## src/rtl/sm4_engine_arbiter.sv

```systemverilog
`default_nettype none
// ============================================================================
//  Module      : sm4_engine_arbiter
//  Description : Round-robin arbiter sharing one iterative SM4 round engine
//                between NUM_REQ requesters, with tagged response and watchdog.
//  Revision    : 1.0  initial release
// ============================================================================
module sm4_engine_arbiter #(
    parameter int NUM_REQ     = 4,
    parameter int ID_W        = 2,
    parameter int TIMEOUT_CYC = 48
) (
    input  logic                   clk,
    input  logic                   reset_n,
    input  logic [NUM_REQ-1:0]     req_valid,
    output logic [NUM_REQ-1:0]     req_ready,
    input  logic [NUM_REQ*128-1:0] req_text,
    input  logic [NUM_REQ*128-1:0] req_key,
    output logic                   eng_in_valid,
    output logic [127:0]           eng_plaintext,
    output logic [127:0]           eng_key,
    input  logic                   eng_out_valid,
    input  logic [127:0]           eng_result,
    output logic                   resp_valid,
    input  logic                   resp_ready,
    output logic [ID_W-1:0]        resp_id,
    output logic [127:0]           resp_data,
    output logic                   resp_err,
    output logic                   busy
);

    localparam logic [7:0]      WD_LAST   = 8'(TIMEOUT_CYC - 1);
    localparam logic [ID_W:0]   NUM_REQ_W = (ID_W+1)'(NUM_REQ);
    localparam logic [ID_W-1:0] LAST_ID   = ID_W'(NUM_REQ - 1);

    typedef enum logic [1:0] {
        ST_IDLE = 2'd0,
        ST_RUN  = 2'd1,
        ST_RESP = 2'd2,
        ST_GAP  = 2'd3
    } state_t;

    state_t          r_state;
    state_t          w_state_nxt;
    logic [ID_W-1:0] r_rr_ptr;
    logic [7:0]      r_wd_cnt;
    logic [127:0]    r_text;
    logic [127:0]    r_key;
    logic [127:0]    r_data;
    logic [ID_W-1:0] r_id;
    logic            r_err;

    logic [ID_W:0]   w_idx [NUM_REQ];
    logic            w_found;
    logic [ID_W-1:0] w_gnt;
    logic [ID_W-1:0] w_ptr_nxt;
    logic            w_grant;
    logic            w_run_done;
    logic            w_timeout;

    // Candidate index for each search offset, wrapped modulo NUM_REQ.
    always_comb begin
        for (int k = 0; k < NUM_REQ; k++) begin
            w_idx[k] = {1'b0, r_rr_ptr} + (ID_W+1)'(k);
            if (w_idx[k] >= NUM_REQ_W) begin
                w_idx[k] = w_idx[k] - NUM_REQ_W;
            end
        end
    end

    always_comb begin
        w_found = 1'b0;
        w_gnt   = '0;
        for (int k = 0; k < NUM_REQ; k++) begin
            if (!w_found && req_valid[w_idx[k][ID_W-1:0]]) begin
                w_found = 1'b1;
                w_gnt   = w_idx[k][ID_W-1:0];
            end
        end
    end

    assign w_ptr_nxt  = (w_gnt == LAST_ID) ? '0 : w_gnt + 1'b1;
    assign w_grant    = (r_state == ST_IDLE) && w_found;
    assign w_timeout  = (r_wd_cnt == WD_LAST);
    assign w_run_done = eng_out_valid || w_timeout;

    always_ff @(posedge clk or negedge reset_n) begin
        if (!reset_n) begin
            r_state <= ST_IDLE;
        end else begin
            r_state <= w_state_nxt;
        end
    end

    always_comb begin
        w_state_nxt  = r_state;
        req_ready    = '0;
        eng_in_valid = 1'b0;
        resp_valid   = 1'b0;
        busy         = 1'b1;
        case (r_state)
            ST_IDLE: begin
                busy = 1'b0;
                if (w_found) begin
                    // Gated so no accept pulse leaks out while reset is held.
                    req_ready[w_gnt] = reset_n;
                    w_state_nxt      = ST_RUN;
                end
            end
            ST_RUN: begin
                eng_in_valid = 1'b1;
                if (w_run_done) begin
                    w_state_nxt = ST_RESP;
                end
            end
            ST_RESP: begin
                resp_valid = 1'b1;
                if (resp_ready) begin
                    w_state_nxt = ST_GAP;
                end
            end
            ST_GAP: begin
                w_state_nxt = ST_IDLE;
            end
            default: begin
                w_state_nxt = ST_IDLE;
            end
        endcase
    end

    always_ff @(posedge clk or negedge reset_n) begin
        if (!reset_n) begin
            r_rr_ptr <= '0;
            r_wd_cnt <= '0;
            r_text   <= '0;
            r_key    <= '0;
            r_id     <= '0;
            r_data   <= '0;
            r_err    <= 1'b0;
        end else begin
            r_wd_cnt <= (r_state == ST_RUN) ? r_wd_cnt + 8'd1 : 8'd0;
            if (w_grant) begin
                r_text   <= req_text[int'(w_gnt)*128 +: 128];
                r_key    <= req_key[int'(w_gnt)*128 +: 128];
                r_id     <= w_gnt;
                r_rr_ptr <= w_ptr_nxt;
            end
            // A strobe landing on the timeout cycle still delivers its result.
            if (r_state == ST_RUN) begin
                if (eng_out_valid) begin
                    r_data <= eng_result;
                    r_err  <= 1'b0;
                end else if (w_timeout) begin
                    r_data <= '0;
                    r_err  <= 1'b1;
                end
            end
        end
    end

    assign eng_plaintext = r_text;
    assign eng_key       = r_key;
    assign resp_id       = r_id;
    assign resp_data     = r_data;
    assign resp_err      = r_err;

endmodule
`default_nettype wire

```

## config.mk

```make
export PLATFORM = sky130hd
export DESIGN_NAME = sm4_engine_arbiter
export DESIGN_NICKNAME = d
export VERILOG_FILES = /design/src/rtl/sm4_engine_arbiter.sv
export SDC_FILE = /design/constraint.sdc
export NUM_CORES = 1
export LEC_CHECK = 0
export CORE_AREA = 2 2 602 604
export DETAILED_ROUTE_END_ITERATION = 12
export DIE_AREA = 0 0 604 606
export PLACE_DENSITY = 0.3
export REMOVE_ABC_BUFFERS = 1
export SETUP_SLACK_MARGIN = 0.2
export SLEW_MARGIN = 10
export SYNTH_ARGS = -nofsm -noshare
export SYNTH_HDL_FRONTEND = slang
export SYNTH_SLANG_ARGS = --single-unit
```

## constraint.sdc

```tcl
create_clock -name clk -period 6.2 [get_ports clk]
set_input_delay 0.93 -clock clk [delete_from_list [all_inputs] [get_ports clk]]
set_output_delay 0.93 -clock clk [all_outputs]
set_load 0.03 [all_outputs]
```

==> metrics.md, run 1 <==
| Metric | Value |
|---|---|
| Final ANT Viol Nets | `0` |
| CORE AREA | `approximately 0.36 mm2` |
| Area share of the largest cell type after synthesis | `0.516` |
| CTS tree | `built` |
| Slew HR | `0.202` |
| Clock sink count | `399` |
| List of most frequent post-synthesis cells | `a221o_1, dfrtp_1, and2_0, a22o_1, buf_2` |
| Placed cell count | `slightly below 8000` |
| Number of fill cells | `approximately 40000` |
| Clock power share | `0.195` |
| Req. time, crit path | `~5300 ps` |
| First DRT Iteration DRCs | `approximately 1500` |
| Die area | `~0.37 mm2` |
| Most used cell along the critical path | `clkdlybuf4s50_1` |
| Buffers plus inverters on the worst setup path | `3` |
| Root buffer cell | `clkbuf_16` |
| Initial antenna violation count | `180` |
| Crit-path max FO | `7` |
| Max Slew Vio Count | `0` |
| Worst slew pin tran | `between 1000 and 1500 ps` |
| Post-Route Skew | `92.2 ps` |
| CP max stage cell | `clkdlybuf4s50_1` |
| Final #Nets | `between 4000 and 5000` |
| Setup crit end kind | `primary output` |
| Post-route DRC violation count | `0` |
| IO Count | `between 1500 and 2000` |
| GR Overflow Total | `0` |
| Initial Utilization | `0.0537` |
| LEAKAGE | `between 15 and 20 nW` |
| H-tree depth | `3` |
| Die W | `604 um` |
| First-pass GRT wire length | `around 300000 um` |
| Ranking of synthesized cells by area | `dfrtp_1, a221o_1, and2_0, a22o_1, buf_2` |
| Crit Path Class | `in2out` |
| Yosys warns | `0` |
| Sequential Power Share | `0.230` |
| Number of flops mapped to enable cells by yosys | `0` |
| Status | `complete, no violations` |
| I/O Buffers | `1553` |
| Final non-filler cell total | `7919` |
| Post-DP HPWL | `around 200000 um` |
| CP cell instances | `clkdlybuf4s50_1 -> nor2b_1 -> nand3_1 -> nand4_1 -> inv_1 -> nor4b_1 -> clkdlybuf4s50_1` |
| Wirelength per Cell | `30.3 um` |
| Leading area contributor after synthesis | `dfrtp_1` |
| Post-synth ARST share | `1.00` |
| Total power | `~0.020 W` |
| Largest net degree at the start of global routing | `97` |
| Final min period | `~4600 ps` |
| Synthesized flop and latch total | `approximately 400` |
| Drt pass-1 iters | `5` |
| Crit-path max cell delay | `just over 800 ps` |
| Setup crit start kind | `input port` |
| Sw Ratio | `0.456` |
| Final setup fails | `0` |
| Final hold vios | `0` |
| Avg Cell Area, Syn | `12.5 um2` |
| FMAX | `0.215 GHz` |
| Mapped cell area | `0.0193 mm2` |
| Synth unique cells | `40` |
| Cts bufs inserted | `71` |
| Die Y | `around 610 um` |
| Multi-input gate area | `0.00841 mm2` |
| Area after DPL | `0.0405 mm2` |
| Synth Flop Type | `dfrtp_1` |
| Top delay family on crit path | `buffers and inverters` |
| Seq. cell area | `approximately 0.010 mm2` |
| Hold Path Class | `reg2reg` |
| Final Cell Area | `about 0.043 mm2` |
| Final worst path period share | `0.750` |
| Gr usage total | `0.125` |
| Via/cell ratio | `about 2.9` |
| Psw | `a little over 0.009 W` |
| Register area share after synthesis | `0.516` |
| Gp weighted congestion | `0.835` |
| Vias in the first global route | `around 24000` |
| Gate power share | `0.575` |
| Setup repair after global routing missed its margin | `no` |
| Vias | `about 23000` |
| Drt total wl | `240000 um` |
| Post-CTS Resized | `0` |
| Crit path DAT | `3720 ps` |
| Reg clk slew, reported paths | `60 ps` |
| Max-cap violations | `0` |
| Maximum clock path buffer count | `4` |
| Syn Inst Count | `1552` |
| Layout area overhead | `121%` |
| Most common cell in the netlist | `a221o_1` |
| Share of cells above drive strength 1 | `0.0514` |
| Peak supply drop | `between 0.2 and 0.25 mV` |
| Cell Pwr Density | `479 mW/mm2` |
| Internal power | `~0.011 W` |
| Clock latency on the worst-skew pair | `between 700 and 800 ps` |
| Row count | `roughly 220` |
==> per-layer routing <==
metal / share of wire / up-vias / routed length [um] / GRT usage
li1: - / 9466 / - / -
met1: 0.40 / 11683 / 96200 / 0.148
met2: 0.47 / 1379 / 114000 / 0.209
met3: 0.098 / 417 / 23600 / 0.0515
met4: 0.024 / 78 / 5840 / 0.0290
met5: 0.0021 / - / 506 / 0
==> power groups by stage <==
stage                     clock (W)  combinational (W)  sequential [W]
after floorplan                   0            0.00380         0.00672
after global placement            0             0.0120         0.00478
after detailed placement          0             0.0120         0.00473
after CTS                   0.00422             0.0121         0.00475
after global routing        0.00428             0.0125         0.00488
final                       0.00400             0.0118         0.00471
==> worst reg2reg max path, delay by kind of cell (launching register included) <==
| kind | cells | cell delay, ps |
|---|---|---|
| DFF | 1 | 380 |
| buffers and inverters | 3 | 760 |
| and+or+nand+nor | 2 | 1010 |
| adders and majority gates | 1 | 430 |
| AOI/OAI and AO/OA | 1 | 680 |
==> placed cells by master (no fill, tap or decap), types with 7 or more instances in the layout <==
master	synthesis	final
a22o_1	128	128
clkdlybuf4s50_1	0	1548
clkbuf_1	68	17
clkbuf_8	0	13
buf_4	1	32
nand2_1	7	7
and2_1	56	55
a221o_1	512	512
buf_12	0	18
inv_1	7	7
dfrtp_1	399	399
and2_0	209	209
clkbuf_16	0	71
diode_2	0	33
==> repair_timing <==
action / in CTS / in global routing
endpoints found under the hold margin: 21 / 0
buffers inserted: 0 / 0
hold buffers: 1 / 0
==> path summary, 6_finish.rpt <==
path	startpoint	cells past startpoint	slack [ps]	endpoint
worst max-delay path	req_valid[3]	7	1550	req_ready[0]
worst min-delay path	r_wd_cnt[0]	1	480	r_wd_cnt[0]
worst max register to register	r_state[0]	7	2820	eng_plaintext[18]
worst min register to register	r_wd_cnt[0]	1	480	r_wd_cnt[0]
max in group asynchronous	reset_n	4	3620	eng_plaintext[92]
min in group asynchronous	reset_n	2	640	resp_data[41]
==> cell families after synthesis <==
kind of cell / Yosys count / share of synthesized area
compound gates: 657 / 0.328
xor+xnor: 6 / 0.00272
fa+ha+maj: 5 / 0.00323
buf+inv: 181 / 0.0516
flops: 399 / 0.516
mux: 2 / 0.00116
simple gates: 302 / 0.0972
==> flip-flops by register name, indices dropped and copies added (netlist names) <==
register,count
r_wd_cnt,8
r_rr_ptr,2
r_state,2
resp_id,2
resp_data,128
resp_err,1
eng_key,128
eng_plaintext,128
==> per-stage QoR <==
step | setup TNS, ps | setup slack [ps] | hold WS, ps | util
final | 0 | 1550 | 480 | 0.119
after global routing | 0 | 1430 | 503 | 0.119
after CTS | 0 | 1480 | 486 | 0.119
after detailed placement | 0 | 1510 | 478 | 0.112
after global placement | 0 | 1370 | 473 | 0.112
after floorplan | -2897400 | -10130 | 446 | -
==> cell type report <==
cell class              count  area share
diodes                     33     0.00193
clock inverters            12     0.00333
multi-input cells         972       0.196
inverters                   8    0.000702
clock buffers             101      0.0472
repair buffers           1600       0.377
well taps                4794       0.140
flip-flops and latches    399       0.233
(Power assumes the default switching activity.)
==> inputs of run 2 (changes only) <==
==> constraint.sdc (replaced) <==
create_clock -name clk -period 4.6 [get_ports clk]
set_input_delay 0.69 -clock clk [delete_from_list [all_inputs] [get_ports clk]]
set_output_delay 0.69 -clock clk [all_outputs]
set_load 0.03 [all_outputs]
==> run 2 against run 1 <==
Compared with the run above: non-clock buffer count up 26; critical path depth down 2; sequential power up 34%; critical path type is now reg2out; largest power group unchanged.
==> metrics.md, run 2 (synthesis results as in run 1) <==
| Metric | Value |
|---|---|
| Vias | `23062 (was 23023)` |
| IO Count | `1554 (unchanged)` |
| CP max stage cell | `clkdlybuf4s50_1 (unchanged)` |
| Worst R2R Path Depth | `8 (was 7)` |
| Crit Path Class | `reg2out (was in2out)` |
| Share of cells above drive strength 1 | `0.0603 (was 0.0514)` |
| Top delay family on crit path | `buffers and inverters (unchanged)` |
| Setup ws final | `570 ps (was 1550 ps)` |
| Setup crit start kind | `flip-flop (was input port)` |
| Crit path DAT | `3340 ps (was 3720 ps)` |
| CORE AREA | `0.360 mm2 (unchanged)` |
| Internal power | `0.0153 W (was 0.0111 W)` |
| Hold Path Class | `in2async (was reg2reg)` |
| Sequential Power Share | `0.225 (was 0.230)` |
| Cell Pwr Density | `650 mW/mm2 (was 479 mW/mm2)` |
| Peak supply drop | `0.335 mV (was 0.212 mV)` |
| Wirelength per Cell | `30.4 um (was 30.3 um)` |
| Final setup fails | `0 (unchanged)` |
| Cts bufs inserted | `70 (was 71)` |
| I/O Buffers | `1553 (unchanged)` |
| Number of fill cells | `41008 (was 40942)` |
| Final min period | `a little over 4000 ps` |
| Req. time, crit path | `3910 ps (was 5270 ps)` |
| Largest net degree at the start of global routing | `116 (was 97)` |
| RR Startpoint | `r_state[0] (unchanged)` |
| H-tree depth | `3 (unchanged)` |
| Dpl ws | `656 ps (was 1510 ps)` |
| Layout area overhead | `123% (was 121%)` |
| Clock sink count | `399 (unchanged)` |
| Die W | `604 um (unchanged)` |
| GR Overflow Total | `0 (unchanged)` |
| Reg2Reg Setup Slack | `1500 ps (was 2820 ps)` |
| LEAKAGE | `15.5 nW (was 15.4 nW)` |
| Root buffer cell | `clkbuf_16 (unchanged)` |
| Slew HR | `0.254 (was 0.202)` |
| Setup crit end kind | `primary output (unchanged)` |
| Buffers plus inverters on the worst setup path | `2 (was 3)` |
| Psw | `0.0127 W (was 0.00934 W)` |
| Worst slew pin tran | `1120 ps (was 1200 ps)` |
| Final setup TNS | `0 ps (unchanged)` |
| First-pass GRT wire length | `296000 um (was 294000 um)` |
| Post-route DRC violation count | `0 (unchanged)` |
| Setup repair after global routing missed its margin | `no (unchanged)` |
| Most common cell after layout, fill and taps aside | `clkdlybuf4s50_1 (unchanged)` |
| Total power | `0.0280 W (was 0.0205 W)` |
| Multi-input gate area | `0.00841 mm2 (unchanged)` |
| Initial Utilization | `0.0537 (unchanged)` |
| First DRT Iteration DRCs | `1464 (was 1524)` |
| Crit-path max FO | `8 (was 7)` |
| Clock power share | `0.199 (was 0.195)` |
| Gr usage total | `0.126 (was 0.125)` |
| Final worst path period share | `0.876` |
| Drt pass-1 iters | `5 (unchanged)` |
| Maximum clock path buffer count | `4 (unchanged)` |
| Max Slew Vio Count | `0 (unchanged)` |
| Critical Path Source | `r_state[0] (was req_valid[3])` |
| CTS tree | `built (unchanged)` |
| Via/cell ratio | `2.90 (was 2.91)` |
| Clock latency on the worst-skew pair | `780 ps (about the same)` |
| Sw Ratio | `0.453 (was 0.456)` |
| FMAX | `around 0.25 GHz` |
| Die Y | `606 um (unchanged)` |
| Vias in the first global route | `23718 (was 23731)` |
| Final #Nets | `4242 (was 4217)` |
| Row count | `221 (unchanged)` |
| Commonest non-fill, non-tap cells in the layout | `clkdlybuf4s50_1, a221o_1, dfrtp_1 (unchanged)` |
| Gp weighted congestion | `0.854 (was 0.835)` |
| Reg clk slew, reported paths | `50 ps (was 60 ps)` |
| Reg2Reg Capture Point | `eng_plaintext[123] (was eng_plaintext[18])` |
| Crit-path max cell delay | `820 ps (was 810 ps)` |
| Gate power share | `0.576 (was 0.575)` |
| Final ANT Viol Nets | `0 (unchanged)` |
| Die area | `0.366 mm2 (unchanged)` |
| Final hold vios | `0 (unchanged)` |
| Post-DP HPWL | `204000 um (was 202000 um)` |
| Post-Route Skew | `89.3 ps (was 92.2 ps)` |
| Seq. cell area | `0.00998 mm2 (unchanged)` |
| CP cell instances | `inv_1 -> ha_1 -> and4_4 -> and2_1 -> clkdlybuf4s50_1 (was clkdlybuf4s50_1 -> nor2b_1 -> nand3_1 -> nand4_1 -> inv_1 -> nor4b_1 -> clkdlybuf4s50_1)` |
| Status | `complete, no violations (unchanged)` |
| Initial antenna violation count | `181 (was 180)` |
| Max-cap violations | `0 (unchanged)` |
| Drt total wl | `241000 um (was 240000 um)` |
-- run 2: how the worst max path moves through the flow --
| stage | end | cells after the start |
|---|---|---|
| 3_5_place_dp | req_ready[0] | 7 |
| 6_report | req_ready[1] | 5 |
| 4_1_cts | req_ready[1] | 5 |
| 5_1_grt | req_ready[0] | 5 |
| 3_3_place_gp | req_ready[0] | 7 |
| 2_1_floorplan | eng_key[0] | 5 |
-- run 2: per-stage QoR --
| step | util | cells | hold slack (ps) | area, um2 |
|---|---|---|---|---|
| final | 0.120 | 7944 | 442 | 43100 |
| after global routing | 0.120 | 7933 | 424 | 43100 |
| after CTS | 0.119 | 7914 | 363 | 43000 |
| after detailed placement | 0.113 | 7798 | 477 | 40800 |
| after global placement | 0.113 | 7798 | 475 | 40800 |
| after floorplan | - | 1379 | 394 | 18400 |
-- run 2: area by class of cell --
cell class                 count  area share
antenna                       30     0.00174
clock buffer                  99      0.0464
clock inverter                16     0.00601
inverter                       8    0.000697
multi-input combinational    972       0.195
sequential                   399       0.232
tap                         4794       0.139
timing repair buffer        1626       0.379
-- run 2: power groups by stage --
stage | logic (W) | clock network (W) | registers [W]
after floorplan | 0.00512 | 0 | 0.00906
after global placement | 0.0165 | 0 | 0.00636
after detailed placement | 0.0165 | 0 | 0.00633
after CTS | 0.0166 | 0.00586 | 0.00635
after global routing | 0.0171 | 0.00594 | 0.00652
final | 0.0162 | 0.00558 | 0.00630
-- run 2: timing repair --
item | in CTS | in global routing
endpoints found under the hold margin | 24 | 0
endpoints found under the setup margin | 0 | 0
buffers inserted | 0 | 0
hold buffers | 1 | 0
resized for setup | 0 | 0
-- run 2: worst reg2reg max path: stages, from the launching register on --
cell and delay (ps):
dfrtp_1 390, inv_1 110, ha_1 420, nand2_1 160, o31ai_4 810, buf_12 300, buf_12 350, a221o_1 340
a221o_1 140
-- run 2: routing by layer --
layer	wire length, um	vias up	global-route usage
met5	411	-	0
met4	6140	60	0.0320
met3	23200	408	0.0514
met2	115000	1349	0.210
met1	96300	11735	0.148
li1	-	9510	-
